`src/rtl/nco_pkg.sv`:
```
`default_nettype none
// ============================================================================
// Module      : nco_pkg
// Description : Shared types and helpers for the NCO sweep controller.
// Revision    : 1.0 - initial release
// ============================================================================
package nco_pkg;

    typedef enum logic [1:0] {
        SINGLE   = 2'd0,
        SAWTOOTH = 2'd1,
        TRIANGLE = 2'd2
    } sweep_mode_t;

    typedef enum logic [1:0] {
        IDLE  = 2'd0,
        DWELL = 2'd1,
        DONE  = 2'd2
    } sweep_state_t;

    // Largest magnitude the NCO accepts symmetrically: 2^(width-1)-1.
    function automatic int sat_limit(input int width);
        return (1 << (width - 1)) - 1;
    endfunction

    // The reserved encoding behaves as a one-shot sweep.
    function automatic sweep_mode_t decode_mode(input logic [1:0] mode);
        case (mode)
            2'd1:    return SAWTOOTH;
            2'd2:    return TRIANGLE;
            default: return SINGLE;
        endcase
    endfunction

endpackage
`default_nettype wire

```
`src/rtl/nco_dwell_timer.sv`:
```
`default_nettype none
// ============================================================================
// Module      : nco_dwell_timer
// Description : Loadable down-counter that flags expiry when it reaches zero.
// Revision    : 1.0 - initial release
// ============================================================================
module nco_dwell_timer #(
    parameter int DWELL_WIDTH = 16
) (
    input  logic                   clk,
    input  logic                   rst_n,
    input  logic                   load_i,
    input  logic [DWELL_WIDTH-1:0] value_i,
    output logic                   expire_o
);

    logic [DWELL_WIDTH-1:0] r_count;

    always_ff @(posedge clk or negedge rst_n) begin
        if (!rst_n) begin
            r_count <= '0;
        end else if (load_i) begin
            r_count <= value_i;
        end else if (r_count != '0) begin
            r_count <= r_count - DWELL_WIDTH'(1);
        end
    end

    assign expire_o = (r_count == '0);

endmodule
`default_nettype wire

```
`src/rtl/nco_sweep_ctrl.sv`:
```
`default_nettype none
// ============================================================================
// Module      : nco_sweep_ctrl
// Description : Steps the NCO delta-phase from start to stop with a per-value
//               dwell; supports single, sawtooth and triangle sweeps.
// Revision    : 1.0 - initial release
// ============================================================================
module nco_sweep_ctrl
    import nco_pkg::*;
#(
    parameter int DELTA_PHASE_WIDTH = 10,
    parameter int DWELL_WIDTH       = 16
) (
    input  logic                                clk,
    input  logic                                rst_n,
    input  logic                                cfg_valid_i,
    output logic                                cfg_ready_o,
    input  logic signed [DELTA_PHASE_WIDTH-1:0] cfg_start_i,
    input  logic signed [DELTA_PHASE_WIDTH-1:0] cfg_stop_i,
    input  logic        [DELTA_PHASE_WIDTH-2:0] cfg_step_i,
    input  logic        [DWELL_WIDTH-1:0]       cfg_dwell_i,
    input  logic        [1:0]                   cfg_mode_i,
    input  logic                                abort_i,
    output logic signed [DELTA_PHASE_WIDTH-1:0] delta_phase_o,
    output logic                                step_o,
    output logic                                busy_o,
    output logic                                done_o
);

    localparam int c_dpw = DELTA_PHASE_WIDTH;
    localparam logic signed [c_dpw-1:0] c_most_neg = {1'b1, {(c_dpw-1){1'b0}}};
    localparam logic signed [c_dpw-1:0] c_sat_neg  = c_dpw'(-sat_limit(c_dpw));
    localparam logic        [c_dpw-2:0] c_step_one = {{(c_dpw-2){1'b0}}, 1'b1};

    sweep_state_t r_state, w_state_next;

    // Latched descriptor
    logic signed [c_dpw-1:0] r_start, r_stop, r_target;
    logic        [c_dpw-2:0] r_step;
    logic  [DWELL_WIDTH-1:0] r_dwell;
    sweep_mode_t             r_mode;
    logic                    r_dir_up;
    logic                    r_to_stop;

    // Registered outputs
    logic signed [c_dpw-1:0] r_delta;
    logic                    r_ready, r_step_strobe, r_busy, r_done;

    logic signed [c_dpw-1:0] w_delta_next;
    logic                    w_step_next, w_done_next;
    logic                    w_accept, w_reverse;
    logic                    w_timer_load, w_expire;
    logic  [DWELL_WIDTH-1:0] w_timer_value;
    logic signed [c_dpw-1:0] w_start_sat, w_stop_sat, w_rev_target;
    logic        [c_dpw-2:0] w_step_eff;

    // -2^(W-1) has no positive counterpart, so fold it onto the symmetric range.
    assign w_start_sat  = (cfg_start_i == c_most_neg) ? c_sat_neg : cfg_start_i;
    assign w_stop_sat   = (cfg_stop_i  == c_most_neg) ? c_sat_neg : cfg_stop_i;
    assign w_step_eff   = (cfg_step_i == '0) ? c_step_one : cfg_step_i;
    assign w_rev_target = r_to_stop ? r_start : r_stop;

    // One step toward tgt, clamped so the target is never overshot.
    function automatic logic signed [c_dpw-1:0] f_advance(
        input logic signed [c_dpw-1:0] cur,
        input logic signed [c_dpw-1:0] tgt,
        input logic                    up,
        input logic        [c_dpw-2:0] mag
    );
        logic signed [c_dpw:0] cur_x, tgt_x, mag_x, sum;
        cur_x = {cur[c_dpw-1], cur};
        tgt_x = {tgt[c_dpw-1], tgt};
        mag_x = {2'b00, mag};
        sum   = up ? (cur_x + mag_x) : (cur_x - mag_x);
        if (up ? (sum >= tgt_x) : (sum <= tgt_x)) begin
            return tgt;
        end
        return sum[c_dpw-1:0];
    endfunction

    nco_dwell_timer #(
        .DWELL_WIDTH(DWELL_WIDTH)
    ) u_dwell_timer (
        .clk     (clk),
        .rst_n   (rst_n),
        .load_i  (w_timer_load),
        .value_i (w_timer_value),
        .expire_o(w_expire)
    );

    always_comb begin
        w_state_next  = r_state;
        w_delta_next  = r_delta;
        w_step_next   = 1'b0;
        w_done_next   = 1'b0;
        w_accept      = 1'b0;
        w_reverse     = 1'b0;
        w_timer_load  = 1'b0;
        w_timer_value = r_dwell;
        case (r_state)
            IDLE: begin
                if (cfg_valid_i && r_ready) begin
                    w_accept      = 1'b1;
                    w_state_next  = DWELL;
                    w_delta_next  = w_start_sat;
                    w_step_next   = 1'b1;
                    w_timer_load  = 1'b1;
                    w_timer_value = cfg_dwell_i;
                end
            end
            DWELL: begin
                if (abort_i) begin
                    w_state_next  = IDLE;
                    w_delta_next  = '0;
                    w_timer_load  = 1'b1;
                    w_timer_value = '0;
                end else if (w_expire) begin
                    if (r_delta != r_target) begin
                        w_delta_next = f_advance(r_delta, r_target, r_dir_up, r_step);
                        w_step_next  = 1'b1;
                        w_timer_load = 1'b1;
                    end else begin
                        case (r_mode)
                            SAWTOOTH: begin
                                w_delta_next = r_start;
                                w_step_next  = 1'b1;
                                w_timer_load = 1'b1;
                            end
                            TRIANGLE: begin
                                w_reverse    = 1'b1;
                                w_delta_next = f_advance(r_delta, w_rev_target, ~r_dir_up, r_step);
                                w_step_next  = 1'b1;
                                w_timer_load = 1'b1;
                            end
                            default: begin
                                w_state_next = DONE;
                                w_done_next  = 1'b1;
                            end
                        endcase
                    end
                end
            end
            DONE: begin
                w_state_next = IDLE;
                if (abort_i) begin
                    w_delta_next = '0;
                end
            end
            default: begin
                w_state_next = IDLE;
                w_delta_next = '0;
            end
        endcase
    end

    always_ff @(posedge clk or negedge rst_n) begin
        if (!rst_n) begin
            r_state       <= IDLE;
            r_delta       <= '0;
            r_ready       <= 1'b1;
            r_step_strobe <= 1'b0;
            r_busy        <= 1'b0;
            r_done        <= 1'b0;
        end else begin
            r_state       <= w_state_next;
            r_delta       <= w_delta_next;
            r_ready       <= (w_state_next == IDLE);
            r_step_strobe <= w_step_next;
            r_busy        <= (w_state_next != IDLE);
            r_done        <= w_done_next;
        end
    end

    always_ff @(posedge clk or negedge rst_n) begin
        if (!rst_n) begin
            r_start   <= '0;
            r_stop    <= '0;
            r_target  <= '0;
            r_step    <= c_step_one;
            r_dwell   <= '0;
            r_mode    <= SINGLE;
            r_dir_up  <= 1'b1;
            r_to_stop <= 1'b1;
        end else if (w_accept) begin
            r_start   <= w_start_sat;
            r_stop    <= w_stop_sat;
            r_target  <= w_stop_sat;
            r_step    <= w_step_eff;
            r_dwell   <= cfg_dwell_i;
            r_mode    <= decode_mode(cfg_mode_i);
            r_dir_up  <= (w_stop_sat >= w_start_sat);
            r_to_stop <= 1'b1;
        end else if (w_reverse) begin
            r_target  <= w_rev_target;
            r_dir_up  <= ~r_dir_up;
            r_to_stop <= ~r_to_stop;
        end
    end

    assign cfg_ready_o   = r_ready;
    assign delta_phase_o = r_delta;
    assign step_o        = r_step_strobe;
    assign busy_o        = r_busy;
    assign done_o        = r_done;

endmodule
`default_nettype wire

```
`config.mk`:
```
export PLATFORM = sky130hd
export DESIGN_NAME = nco_sweep_ctrl
export DESIGN_NICKNAME = d
export VERILOG_FILES = /design/src/rtl/nco_pkg.sv /design/src/rtl/nco_dwell_timer.sv /design/src/rtl/nco_sweep_ctrl.sv
export SDC_FILE = /design/constraint.sdc
export NUM_CORES = 1
export LEC_CHECK = 0
export BUFFER_PORTS_ARGS = -buffer_cell sky130_fd_sc_hd__buf_2
export CAP_MARGIN = 10
export CORE_MARGIN = 8
export CORE_UTILIZATION = 40
export DETAILED_ROUTE_END_ITERATION = 8
export PLACE_DENSITY_LB_ADDON = 0.2
export SLEW_MARGIN = 5
export SYNTH_ARGS = -nofsm -noshare
export SYNTH_HDL_FRONTEND = slang
export SYNTH_SLANG_ARGS = --single-unit
```
`constraint.sdc`:
```
create_clock -name clk -period 7.1 [get_ports clk]
set_input_delay 0 -clock clk [delete_from_list [all_inputs] [get_ports clk]]
set_output_delay 0 -clock clk [all_outputs]
set_load 0.005 [all_outputs]
```
==> results of run 1 <==
==> worst min-delay path by stage <==
| stage | start | endpoint | cells after the start |
|---|---|---|---|
| after floorplan | rst_n | busy_o$_DFF_PN0_ | 0 |
| after global placement | rst_n | r_stop[2]$_DFFE_PN0P_ | 1 |
| final | cfg_start_i[6] | r_start[6]$_DFFE_PN0P_ | 3 |
| after global routing | cfg_start_i[6] | r_start[6]$_DFFE_PN0P_ | 3 |
| after detailed placement | rst_n | r_start[2]$_DFFE_PN0P_ | 1 |
| after CTS | cfg_start_i[6] | r_start[6]$_DFFE_PN0P_ | 3 |
==> power by group through the flow <==
stage / logic (uW) / clock network (uW) / registers, uW
after floorplan: 2110 / 0 / 941
after global placement: 2680 / 0 / 1030
after detailed placement: 2700 / 0 / 1030
after CTS: 2740 / 557 / 1030
after global routing: 3100 / 579 / 1070
final: 2740 / 544 / 1030
==> cell usage after synthesis (3+ instances only) <==
cell type  count  share of area
nand2_1      144          0.081
dfrtp_1       87           0.33
ha_1          53          0.099
o21ai_0       52          0.039
inv_1         50          0.028
nor2_1        49          0.027
a21oi_1       43          0.032
clkbuf_1      29          0.016
mux2i_1       23          0.034
xor2_1        22          0.029
xnor2_1       19          0.025
o21ai_1       14          0.010
nor3_1        12         0.0090
a22oi_1       10          0.011
nor2b_1       10         0.0093
a211oi_1       9          0.010
a31oi_1        9         0.0084
o211ai_1       9          0.010
nor4_1         8         0.0075
a21o_1         7         0.0079
nand2b_1       7         0.0065
nand3_1        7         0.0052
buf_1          6         0.0034
buf_2          6         0.0045
a211o_1        5         0.0065
and3_1         5         0.0047
mux2_2         5         0.0084
o21a_1         5         0.0056
and2_1         4         0.0037
dfstp_2        4          0.016
nand4_1        4         0.0037
o21bai_1       4         0.0045
o221ai_1       4         0.0052
a22o_1         3         0.0039
and4_1         3         0.0039
buf_6          3         0.0050
nand3b_1       3         0.0034
nor4_4         3         0.0095
or3_1          3         0.0028
==> layout make-up <==
| class | count | share of cell area |
|---|---|---|
| sequential | 91 | 0.288 |
| inverter | 50 | 0.0236 |
| clock inverter | 7 | 0.0132 |
| tap | 220 | 0.0347 |
| timing repair buffer | 116 | 0.105 |
| multi-input combinational | 604 | 0.507 |
| clock buffer | 9 | 0.0284 |
==> registers in the layout (all words and copies together) (netlist names), 2 cells and up <==
name / count
r_target: 10
delta_phase_o: 10
r_mode: 2
r_step: 9
r_dwell: 16
u_dwell_timer.r_count: 16
r_state: 2
r_start: 10
r_stop: 10
==> layout by cell type, fill, tap and decap left out, types with 4 or more instances in the layout <==
cell type	netlist	layout
a22oi_1	10	10
xor2_1	22	22
nand2b_1	7	7
nor3_1	12	11
o21a_1	5	5
o21ai_1	14	14
and3_1	5	5
inv_1	50	50
o221ai_1	4	4
buf_4	1	5
nor2b_1	10	10
a31oi_1	9	9
ha_1	53	53
a21oi_1	43	43
dfstp_2	4	4
nand4_1	4	4
dfrtp_1	87	87
dlygate4sd3_1	0	48
nand3_1	7	7
nor4_1	8	8
mux2_2	5	5
a21o_1	7	7
xnor2_1	19	19
o211ai_1	9	9
o21ai_0	52	52
nor2_1	49	49
buf_2	6	63
nand2_1	144	144
mux2i_1	23	23
a211oi_1	9	9
clkbuf_16	0	9
o21bai_1	4	4
and2_1	4	4
a211o_1	5	5
==> worst register-to-register path: stages, from the launching register on <==
cell	delay [ns]
dfrtp_1	0.46
ha_1	0.49
nor4_1	0.51
a221oi_1	0.14
nand2_1	0.12
a2111oi_0	0.07
a2111oi_1	0.71
ha_1	0.36
and4_1	0.24
o311a_1	0.13
a211oi_1	0.25
mux2i_1	0.61
buf_4	0.28
inv_1	0.10
a211oi_1	0.24
a21oi_1	0.06
o221ai_1	0.17
==> metrics by stage <==
stage                     cells   util
after global placement     1033  0.433
after global routing       1097  0.482
final                      1097  0.482
after CTS                  1097  0.482
after floorplan             790      -
after detailed placement   1033  0.433
==> kinds of logic (layout without fill, tap and decap cells) <==
family | count (synthesis) | count (layout)
AND/OR/NAND/NOR | 280 | 280
buffers and inverters | 95 | 182
AO/OA/AOI/OAI | 199 | 199
adder cells (fa/ha/maj) | 55 | 55
flip-flops | 91 | 91
multiplexers | 29 | 29
XOR/XNOR | 41 | 41
==> routing by layer <==
layer	wire, um	vias up
li1	-	2916
met1	9570	2771
met2	7790	126
met3	684	14
met4	229	0
met5	0	-
==> what timing repair did <==
| item | 4_1_cts | 5_1_grt |
|---|---|---|
| hold endpoints to repair | 117 | 0 |
| hold buffers | 48 | 0 |
| endpoints found under the setup margin | 0 | 0 |
==> flow_metrics.py, run 1 <==
metrics = {
    "yosys": {
        "synth-simple-area-share": 0.205,
        "synth-edff-count": 0,
        "syn-num-nets": 896,
        "yosysWarnings": 0,
        "seq_area_frac_synth": 0.341,
        "synthCells": 790,
        "synth-main-ff-cell": "dfrtp_1",
        "synth-async-reset-ratio": 1.00,
        "synth_top_family_by_area": "simple AND/OR/NAND/NOR gates",
        "ys_types": 74,
        "synth_adder_area_share": 0.105,
        "syn_area_per_cell_um2": 8.47,
        "yosys_register_bits": 91,
        "synthMuxAreaShare": 0.0450,
        "syn_area_um2": 6690,
        "synth_compound_area_frac": 0.192,
        "synth_xor_area_frac": 0.0536,
    },
    "clock_tree": {
        "cts_tree": "yes",
        "post-cts-setup-buffer-count": 0,
        "clkTransAtPathRegs_ns": 0.07,
        "cts.sinks": 91,
        "cts_buffers": 9,
        "clockRootBuffer": "clkbuf_16",
        "clockBufferDepth": 2,
        "htreeDepth": 3,
        "clock_latency_ns": 0.36,
        "cts_resized": 0,
    },
    "timing": {
        "fin_ws_ns": 2.06,
        "max-slew-margin-rel": 0.274,
        "holdWs_ns": 0.0214,
        "tns_ns": 0,
        "slew_violations": 0,
        "clock.fmax_mhz": 198,
        "hold_viol": 0,
        "tightest_slew_ns": 1.09,
        "grt_setup_unrepaired": "no",
        "setup_viol": 0,
        "fin_skew_ns": 0.0125,
        "min_period_ns": 5.04,
        "finalCritPeriodShare": 0.710,
    },
    "worst_setup_path": {
        "crit_family": "compound AO/OA/AOI/OAI gates",
        "reg2reg_slack_ns": 2.06,
        "rr_endpoint": "delta_phase_o[0]$_DFFE_PN0P_",
        "worstSetupEndpoint": "delta_phase_o[0]$_DFFE_PN0P_",
        "crit_buf_inv": 2,
        "cp_max_fo": 12,
        "setup.worst_path.start": "delta_phase_o[5]$_DFFE_PN0P_",
        "worstRegToRegCells": 16,
        "crit_chain": "ha_1 -> nor4_1 -> a221oi_1 -> nand2_1 -> a2111oi_0 -> a2111oi_1 -> ha_1 -> and4_1 -> o311a_1 -> a211oi_1 -> mux2i_1 -> buf_4 -> inv_1 -> a211oi_1 -> a21oi_1 -> o221ai_1",
        "path_class": "flip-flop to flip-flop",
        "worstSetupStartpointType": "flip-flop",
        "critical-path-max-stage-delay_ns": 0.71,
        "worstPathRequired_ns": 7.37,
        "crit_arrival_ns": 5.31,
        "reg2reg_from": "delta_phase_o[5]$_DFFE_PN0P_",
        "path_depth": 16,
        "crit_path_top_delay_cell": "a2111oi_1",
        "end_kind": "flip-flop",
    },
    "grt": {
        "busiest_layer": "met2",
        "grt_pass1_wl_mm": 30.1,
        "grt.met2_usage": 0.258,
        "grt_use_met3": 0.0252,
        "globalRouteOverflowTotal": 0,
        "grt_pass1_vias": 5673,
        "grt_util_met1": 0.255,
        "grtUsageTotal": 0.174,
        "antenna_found_initial": 0,
        "grt_max_degree": 53,
    },
    "pwr": {
        "p_leak_uw": 0.00383,
        "power_frac_seq": 0.239,
        "swShare": 0.484,
        "internal-power_uw": 2230,
        "worst_ir_drop_vdd_mv": 0.209,
        "power_density_nw_per_um2": 544,
        "finalPower_uw": 4320,
        "power_switching_uw": 2090,
        "pwr-share-comb": 0.635,
        "clkPwrFrac": 0.126,
    },
    "floorplanning": {
        "ios": 65,
        "die-area_um2": 21100,
        "die_w_um": 145,
        "core-area_um2": 16500,
        "initial_core_util": 0.407,
        "num_rows": 47,
        "die_h_um": 145,
    },
    "status": {
        "outcome": "complete, no violations",
    },
    "placement": {
        "dp_hpwl_mm": 13.5,
        "place.gp.congestion": 0.836,
        "io_buffers": 64,
        "post-place-ws_ns": 2.11,
        "placedInstanceArea_um2": 7130,
    },
    "finish": {
        "syn_to_final_growth_pct": 18.6,
        "nets": 978,
        "fill_cells": 1607,
        "drive_gt1_frac": 0.133,
        "multi_input_area_um2": 4030,
        "final-seq-area_um2": 2280,
        "diodes": 0,
        "design_area_um2": 7940,
    },
    "drt": {
        "drc": 0,
        "avgViaCountPerCell": 5.31,
        "ant_nets": 0,
        "finalWirelength_mm": 18.3,
        "dr.pass1.iters": 4,
        "num_vias": 5827,
        "drt_iter0_markers": 400,
        "routedWlPerCell_um": 16.7,
    },
    "job": {
        "cap_viol_max_count": 0,
    },
    "hold_path": {
        "hp-class": "input port to flip-flop",
    },
}
Power figures use the tool's default switching activity.
==> run 2: changes to the inputs <==
--- a/config.mk
+++ b/config.mk
@@ -5,6 +5,7 @@
 export SDC_FILE = /design/constraint.sdc
 export NUM_CORES = 1
 export LEC_CHECK = 0
+export ABC_AREA = 1
 export BUFFER_PORTS_ARGS = -buffer_cell sky130_fd_sc_hd__buf_2
 export CAP_MARGIN = 10
 export CORE_MARGIN = 8
==> constraint.sdc (replaced) <==
create_clock -name clk -period 5.1 [get_ports clk]
set_input_delay 0 -clock clk [delete_from_list [all_inputs] [get_ports clk]]
set_output_delay 0 -clock clk [all_outputs]
set_load 0.005 [all_outputs]
==> run 2 against run 1 <==
Clock power rose by 24%. Global-route usage rose by 1.1 points. Register-to-register slack got worse by 1.3 ns. Count of clock-buffer cells in the layout did not move. Via count rose by 18%. Sequential share of layout area fell by 1.8 points. Clock skew fell by 0.0068 ns. Highest routed layer unchanged. Non-clock buffer count rose by 1. Wire length rose by 9.2%.
==> flow_metrics.py, run 2 <==
metrics = {
    "worst_setup_path": {
        "reg2reg_slack_ns": 0.74,
        "setup.worst_path.start": "delta_phase_o[0]$_DFFE_PN0P_",
        "worstSetupStartpointType": "flip-flop",
        "cp_max_fo": 11,
        "worstRegToRegCells": 26,
        "end_kind": "flip-flop",
        "rr_endpoint": "delta_phase_o[2]$_DFFE_PN0P_",
        "worstPathRequired_ns": 5.35,
        "reg2reg_from": "delta_phase_o[0]$_DFFE_PN0P_",
        "path_common_cell": "nand2_1",
        "critical-path-max-stage-delay_ns": 0.41,
        "crit_arrival_ns": 4.61,
        "crit_path_top_delay_cell": "dfrtp_1",
        "path_class": "flip-flop to flip-flop",
    },
    "yosys": {
        "yosysTopAreaCellShare": 0.302,
        "synthTopCellsByArea": "dfrtp_1, nand2_1, ha_1, inv_1, nand3_1",
        "synth-edff-count": 0,
        "yosysTopAreaCell": "dfrtp_1",
        "yosysMostFrequentCell": "nand2_1",
        "synth-async-reset-ratio": 1.00,
        "synth-main-ff-cell": "dfrtp_1",
        "synthCells": 1071,
        "ys_types": 48,
        "seq_area_frac_synth": 0.316,
        "syn_area_um2": 7220,
        "yosysWarnings": 0,
        "yosys_register_bits": 91,
        "syn_area_per_cell_um2": 6.74,
        "yosys-top-cells-count": "nand2_1, inv_1, nand3_1",
        "syn-num-nets": 1177,
    },
    "floorplanning": {
        "num_rows": 49,
        "ios": 65,
        "die-area_um2": 22600,
        "initial_core_util": 0.405,
        "core-area_um2": 17800,
        "die_w_um": 150,
        "die_h_um": 150,
    },
    "timing": {
        "min_period_ns": 4.36,
        "max-slew-margin-rel": 0.337,
        "slew_violations": 0,
        "tightest_slew_ns": 0.991,
        "fin_skew_ns": 0.00578,
        "hold_viol": 0,
        "holdWs_ns": 0.164,
        "setup_viol": 0,
        "grt_setup_unrepaired": "no",
        "tns_ns": 0,
        "finalCritPeriodShare": 0.855,
        "clock.fmax_mhz": 229,
        "fin_ws_ns": 0.737,
    },
    "pwr": {
        "finalPower_uw": 6300,
        "p_leak_uw": 0.00441,
        "power_density_nw_per_um2": 745,
        "worst_ir_drop_vdd_mv": 0.369,
    },
    "finish": {
        "nets": 1261,
        "drive_gt1_frac": 0.109,
        "final_cell_mix": "nand2_1, inv_1, nand3_1",
        "final_common_cell": "nand2_1",
        "syn_to_final_growth_pct": 17.2,
        "reg_top3": "r_dwell x16, u_dwell_timer.r_count x16",
        "diodes": 0,
    },
    "drt": {
        "drt_iter0_markers": 415,
        "dr.pass1.iters": 5,
        "ant_nets": 0,
        "drc": 0,
        "routedWlPerCell_um": 14.4,
        "avgViaCountPerCell": 4.96,
        "num_vias": 6885,
        "finalWirelength_mm": 20.0,
    },
    "clock_tree": {
        "cts_tree": "yes",
        "htreeDepth": 3,
        "cts_resized": 0,
        "clockRootBuffer": "clkbuf_16",
        "cts.sinks": 91,
        "clock_latency_ns": 0.36,
        "post-cts-setup-buffer-count": 0,
        "clockBufferDepth": 2,
        "clkTransAtPathRegs_ns": 0.07,
        "cts_buffers": 9,
    },
    "grt": {
        "grt_pass1_vias": 6648,
        "globalRouteOverflowTotal": 0,
        "grtUsageTotal": 0.185,
        "grt_max_degree": 48,
        "antenna_found_initial": 0,
        "grt_pass1_wl_mm": 33.4,
    },
    "placement": {
        "post-place-ws_ns": 0.741,
        "io_buffers": 64,
        "dp_hpwl_mm": 15.3,
        "place.gp.congestion": 0.894,
    },
    "hold_path": {
        "hold_depth": 4,
        "hold_end": "r_state[1]$_DFF_PN0_",
        "min_from": "abort_i",
        "hp-class": "input port to flip-flop",
    },
    "status": {
        "outcome": "complete, no violations",
    },
    "job": {
        "cap_viol_max_count": 0,
    },
}
-- run 2: cell count changes in the layout (fill, tap and decap cells not counted), moves of 20 or more --
cell,previous run,this run
a21oi_1,43,23
inv_1,50,136
mux2i_1,23,0
nand2_1,144,373
nand3_1,7,101
o21ai_0,52,81
-- run 2: worst max path at each step --
stage | slack (ns) | cells past startpoint | to
final | 0.74 | 26 | delta_phase_o[2]$_DFFE_PN0P_
after global routing | 0.21 | 26 | delta_phase_o[5]$_DFFE_PN0P_
after CTS | 0.72 | 26 | delta_phase_o[2]$_DFFE_PN0P_
after detailed placement | 0.74 | 26 | delta_phase_o[2]$_DFFE_PN0P_
after global placement | 0.93 | 26 | delta_phase_o[4]$_DFFE_PN0P_
after floorplan | 1.64 | 25 | delta_phase_o[3]$_DFFE_PN0P_
-- run 2: area by class of cell --
| cell class | count | area [um^2] |
|---|---|---|
| clock inverters | 7 | 70.1 |
| inverters | 144 | 541 |
| fillers | 1842 | 9380 |
| clock buffers | 9 | 225 |
| multi-input cells | 792 | 4210 |
| well taps | 229 | 287 |
| repair buffers | 117 | 846 |
| flip-flops and latches | 91 | 2280 |
-- run 2: kinds of logic (layout without fill, tap and decap cells) --
family,count (synthesis),count (layout),synth area share
adders and majority gates,55,55,0.0974
DFF,91,91,0.316
buffers and inverters,188,277,0.102
and+or+nand+nor,577,577,0.348
xor gates and xnor gates,21,21,0.0255
AOI/OAI and AO/OA,134,134,0.103
muxes,5,5,0.00780
-- run 2: repair_timing --
action	4_1_cts	5_1_grt
hold endpoints to repair	99	0
hold buffers	50	0
setup endpoints to repair	0	0
-- run 2: per-layer routing --
metal / track usage / wire, um / vias up
met5: 0 / 0 / -
li1: - / - / 3595
met2: 0.279 / 8530 / 175
met4: 0.0495 / 228 / 0
met3: 0.0261 / 980 / 16
met1: 0.269 / 10200 / 3099
-- run 2: critical path: cells and delay by family, from the launching register on --
kind | cells | cell delay, ns
AND/OR/NAND/NOR | 17 | 1.75
adder cells (fa/ha/maj) | 3 | 0.99
AO/OA/AOI/OAI | 3 | 0.60
buffers and inverters | 3 | 0.52
flip-flops | 1 | 0.41
-- run 2: through the flow --
stage                     cells   util  cell area, um^2
after global routing       1389  0.474             8460
final                      1389  0.474             8460
after floorplan            1071      -             7220
after CTS                  1389  0.474             8460
after detailed placement   1323  0.429             7660
after global placement     1323  0.429             7660
-- run 2: power breakdown --
part | total [uW] | switching (uW) | internal, uW | leakage [uW]
Sequential | 1370 | 308 | 1060 | 0.00112
Combinational | 4250 | 2760 | 1490 | 0.00314
Clock | 677 | 332 | 345 | 0.000142
Total | 6300 | 3400 | 2900 | 0.00441
